$ cat config.mk
export PLATFORM = sky130hd
export DESIGN_NAME = mv_ref_fetch_gen
export DESIGN_NICKNAME = d
export VERILOG_FILES = /design/src/rtl/mv_ref_fetch_gen.sv
export SDC_FILE = /design/constraint.sdc
export NUM_CORES = 1
export LEC_CHECK = 0
export BUFFER_PORTS_ARGS = -buffer_cell sky130_fd_sc_hd__clkbuf_2
export CELL_PAD_IN_SITES_DETAIL_PLACEMENT = 1
export CELL_PAD_IN_SITES_GLOBAL_PLACEMENT = 1
export CORE_MARGIN = 10
export CORE_UTILIZATION = 45
export DETAILED_ROUTE_END_ITERATION = 6
export GPL_ROUTABILITY_DRIVEN = 0
export PLACE_DENSITY_LB_ADDON = 0.08
export SYNTH_ARGS = -nofsm -noshare
export SYNTH_HDL_FRONTEND = slang
export SYNTH_SLANG_ARGS = --single-unit
$ cat constraint.sdc
create_clock -name clk -period 13.2 [get_ports clk]
set_clock_uncertainty 0.15 [all_clocks]
set_input_delay 1.98 -clock clk [delete_from_list [all_inputs] [get_ports clk]]
set_output_delay 1.98 -clock clk [all_outputs]
set_load 0.02 [all_outputs]
$ cat src/rtl/mv_ref_fetch_gen.sv
// Reference-frame row fetch generator.
// Takes one decoded half-pel motion vector pair plus a macroblock origin. Emits one fetch request
// per reference row, giving the linear address, fetch length and half-pel flags. The fetch window
// is clamped to the picture so the predictor never reads outside the frame store.
module mv_ref_fetch_gen #(
  parameter int PIC_W  = 176,
  parameter int PIC_H  = 144,
  parameter int BLK    = 16,
  parameter int ADDR_W = 20
) (
  input  logic              clk,
  input  logic              rst,
  input  logic              in_valid,
  output logic              in_ready,
  input  logic [31:0]       mv_x,
  input  logic [31:0]       mv_y,
  input  logic [15:0]       mb_x,
  input  logic [15:0]       mb_y,
  output logic              out_valid,
  input  logic              out_ready,
  output logic [ADDR_W-1:0] out_addr,
  output logic [4:0]        out_len,
  output logic [4:0]        out_row,
  output logic              out_hx,
  output logic              out_hy,
  output logic              done
);

  typedef enum logic [1:0] {StIdle, StCalc, StEmit, StFin} state_e;

  state_e             state;
  logic signed [31:0] mv_x_q, mv_y_q;
  logic [15:0]        mb_x_q, mb_y_q;
  logic signed [31:0] fy_q, cx_q;
  logic [4:0]         rows_q;

  logic signed [31:0] fx_c, fy_c, cx_c, x_max_c;
  logic signed [31:0] base_fy_c, base_cx_c, y_c, ry_c, addr_c;
  logic [4:0]         len_c, rows_c, row_nxt_c;

  // Window origin and the address of the next beat. In CALC the beat is row 0 from freshly
  // computed values. In EMIT it is the row after the current one, from the stored window.
  always_comb begin
    fx_c    = $signed({16'd0, mb_x_q}) + (mv_x_q >>> 1);
    fy_c    = $signed({16'd0, mb_y_q}) + (mv_y_q >>> 1);
    len_c   = 5'(BLK) + {4'd0, mv_x_q[0]};
    rows_c  = 5'(BLK) + {4'd0, mv_y_q[0]};
    x_max_c = PIC_W - $signed({27'd0, len_c});
    if (fx_c < 0)            cx_c = '0;
    else if (fx_c > x_max_c) cx_c = x_max_c;
    else                     cx_c = fx_c;

    if (state == StCalc) begin
      base_fy_c = fy_c;
      base_cx_c = cx_c;
      row_nxt_c = '0;
    end else begin
      base_fy_c = fy_q;
      base_cx_c = cx_q;
      row_nxt_c = out_row + 5'd1;
    end
    y_c = base_fy_c + $signed({27'd0, row_nxt_c});
    // Rows above the picture read row 0. Rows below it replicate the last row.
    if (y_c < 0)              ry_c = '0;
    else if (y_c > PIC_H - 1) ry_c = PIC_H - 1;
    else                      ry_c = y_c;
    addr_c = ry_c * PIC_W + base_cx_c;
  end

  // Control FSM with registered outputs.
  always_ff @(posedge clk or posedge rst) begin
    if (rst) begin
      state     <= StIdle;
      in_ready  <= 1'b1;
      out_valid <= 1'b0;
      out_addr  <= '0;
      out_len   <= '0;
      out_row   <= '0;
      out_hx    <= 1'b0;
      out_hy    <= 1'b0;
      done      <= 1'b0;
      mv_x_q    <= '0;
      mv_y_q    <= '0;
      mb_x_q    <= '0;
      mb_y_q    <= '0;
      fy_q      <= '0;
      cx_q      <= '0;
      rows_q    <= '0;
    end else begin
      unique case (state)
        StIdle: begin
          if (in_valid) begin
            mv_x_q   <= $signed(mv_x);
            mv_y_q   <= $signed(mv_y);
            mb_x_q   <= mb_x;
            mb_y_q   <= mb_y;
            in_ready <= 1'b0;
            state    <= StCalc;
          end
        end
        StCalc: begin
          fy_q      <= fy_c;
          cx_q      <= cx_c;
          rows_q    <= rows_c;
          out_len   <= len_c;
          out_hx    <= mv_x_q[0];
          out_hy    <= mv_y_q[0];
          out_row   <= '0;
          out_addr  <= ADDR_W'(addr_c);
          out_valid <= 1'b1;
          state     <= StEmit;
        end
        StEmit: begin
          if (out_ready) begin
            if (out_row == rows_q - 5'd1) begin
              out_valid <= 1'b0;
              done      <= 1'b1;
              state     <= StFin;
            end else begin
              out_row  <= row_nxt_c;
              out_addr <= ADDR_W'(addr_c);
            end
          end
        end
        StFin: begin
          done     <= 1'b0;
          in_ready <= 1'b1;
          state    <= StIdle;
        end
        default: state <= StIdle;
      endcase
    end
  end

endmodule

==> key figures <==
Synthesis
  – Synth unique cells: 100
  – Synth Cell Area: 12300 sq um
  – Synth top cells by count: 180 x dfrtp_1, 106 x mux2_2, 92 x ha_1
  – Synth top area share: 0.366
  – Synth warn: 0
  – Seq cells post-synth: 181
  – Largest area contributor in the netlist: dfrtp_1
  – Mean Syn Cell Area: 10.1 sq um
  – Sequential share of the synthesized area: 0.368
  – Commonest register cell after synthesis: dfrtp_1
  – Post-synth EDFFs: 0
  – Async SR Flop Fraction: 1.00
  – Most common cell in the netlist: dfrtp_1
  – Top cells by area, synth: dfrtp_1 37%, mux2_2 9.7%, ha_1 9.4%, a21oi_1 3.1%, xnor2_1 3.1%
  – Post-synthesis cell count: 1217

Routing
  – DRC Markers: 0
  – WL final: 32300 microns
  – Vias: 9686
  – ANT nets after route: 0
  – Drt initial violations: 491
  – DRT Pass-1 Iters: 5
  – Routed len/inst: 19.0 microns
  – Vias per inst: 5.71

Critical path
  – Crit-path max cell delay: 0.69 ns
  – WP data required: 13.39 ns
  – Crit path capture type: register
  – CP Launch Type: register
  – Crit path max fanout: 82
  – Slowest cell on the critical path: buf_4
  – CP Buf/Inv Count: 7
  – Worst Path Arrival: 9.38 ns
  – Crit path max-delay family: compound AO/OA/AOI/OAI gates
  – Setup CP Type: register to register

STA
  – Fin Setup TNS: 0 ns
  – Slew @ Worst Pin: 0.911 ns
  – Fin. max-slew vios: 0
  – Setup ws final: 4.01 ns
  – Fin crit share: 0.696
  – Fmax: 0.109 GHz
  – Final setup viols: 0
  – RSZ-0062 raised after global routing: false
  – Minimum clock period: 9.19 ns
  – Slew HR: 0.393
  – Final Hold Viols: 0

Placement
  – Pre-CTS setup slack: 4.13 ns
  – Hpwl dp: 24300 microns
  – Port Buffers: 131
  – Post-DP Area: 13300 sq um

Clock network
  – Clk sinks: 181
  – # H-tree levels: 4
  – Clk_lat worst skew: 0.45 ns
  – Root buf cell: clkbuf_16
  – Post_cts resized: 0
  – Maximum root-to-sink buffer count: 2
  – Post-CTS Repair Setup Buffers: 0
  – CTS tree: built
  – Clock transition at path regs: 0.08 ns
  – Hold-fix buffer count after cts: 0
  – Total CTS buffers: 17

Flow run
  – Max-cap violations: 0

Hold path
  – HP Class: register to register

Floorplanning
  – Starting Density: 0.456
  – Io pins: 135
  – Die area: 34300 sq um
  – Cell Rows: 60
  – Core region area: 27000 sq um
  – Die H: 185 microns
  – Die Span X: 185 microns

Global routing
  – Initial antenna violation count: 0
  – Largest net degree at the start of global routing: 115
  – First-pass GRT wire length: 54100 microns
  – GRT Resource Usage Total: 0.195
  – Vias in the first global route: 10329
  – Congestion Overflow GR: 0

Cells and area
  – Multi-input gate area: 7380 sq um
  – Layout net count: 1551
  – Seq. cell area: 4530 sq um
  – Synth-to-layout area growth: 12.9%
  – Fillers: 3074
  – Post-route cell area: 13900 sq um
  – ANT cells: 0
  – Share of layout cells above drive strength 1: 0.241

Outcome
  – Run status: completed
==> per-stage QoR <==
step	utilization	hold slack, ns	instances
3_3_place_gp	0.493	0.310	1665
6_report	0.515	0.336	1697
2_1_floorplan	-	0.287	1235
5_1_grt	0.515	0.359	1697
4_1_cts	0.515	0.339	1697
3_5_place_dp	0.493	0.319	1665
==> worst register-to-register path: cells and delay by family (launching register included) <==
kind | cells | cell delay [ns]
compound gates | 12 | 2.36
simple gates | 9 | 2.25
buf+inv | 7 | 1.52
xor+xnor | 2 | 0.24
fa+ha+maj | 6 | 1.95
flops | 1 | 0.40
mux | 1 | 0.26
==> cell type report <==
cell class,count,share of cell area
clock buffer,17,0.0306
clock inverter,15,0.0123
inverter,67,0.0186
multi-input combinational,940,0.532
sequential,181,0.326
tap,341,0.0307
timing repair buffer,136,0.0499
==> sequential cells by signal, summed over array words and instances (netlist names) <==
signal,flops
mv_x_q,32
done,1
state,2
in_ready,1
cx_q,20
mb_y_q,16
rows_q,1
out_row,5
mb_x_q,16
out_valid,1
fy_q,32
out_len,2
out_addr,20
mv_y_q,32
==> cells by family after synthesis <==
kind of cell,count (synthesis),synth area share
buf+inv,114,0.0379
mux,118,0.107
simple gates,334,0.144
flops,181,0.368
other cells,2,0.000611
compound gates,293,0.175
fa+ha+maj,108,0.120
xor+xnor,67,0.0477
==> metal layers <==
metal,vias to the layer above,track usage,part of all wire
met5,-,0,0
met4,0,0.0514,0.012
met3,29,0.0331,0.036
met2,151,0.313,0.47
met1,4821,0.264,0.48
li1,4685,-,-
==> cell usage in the layout, fill, tap and decap left out, types with 20 or more instances in the layout <==
| master | synthesis | layout |
|---|---|---|
| dfrtp_1 | 180 | 180 |
| nor2b_1 | 25 | 25 |
| clkbuf_2 | 1 | 131 |
| xor2_1 | 23 | 23 |
| inv_1 | 65 | 64 |
| nor2_1 | 58 | 58 |
| nand3_1 | 35 | 35 |
| xnor2_1 | 44 | 44 |
| nand2_1 | 87 | 86 |
| ha_1 | 92 | 91 |
| conb_1 | 2 | 20 |
| nor3_1 | 28 | 28 |
| a21oi_1 | 77 | 76 |
| mux2_2 | 106 | 106 |
| o21ai_0 | 41 | 41 |
==> path summary, 6_finish.rpt <==
| check | slack [ns] | from | depth (start not counted) | to |
|---|---|---|---|---|
| max | 4.01 | state[1]$_DFFE_PP0P_ | 37 | out_addr[19]$_DFFE_PP0P_ |
| min in group asynchronous | 1.55 | rst | 2 | mv_x_q[28]$_DFFE_PP0P_ |
| min reg2reg | 0.34 | cx_q[2]$_DFF_PP0_ | 2 | cx_q[2]$_DFF_PP0_ |
| max reg2reg | 4.01 | state[1]$_DFFE_PP0P_ | 37 | out_addr[19]$_DFFE_PP0P_ |
| min | 0.34 | cx_q[2]$_DFF_PP0_ | 2 | cx_q[2]$_DFF_PP0_ |
| max in group asynchronous | 9.88 | rst | 3 | fy_q[30]$_DFF_PP0_ |
Power is not shown: default switching activity piles up to over one toggle a cycle in this logic, so the estimate is an artifact.
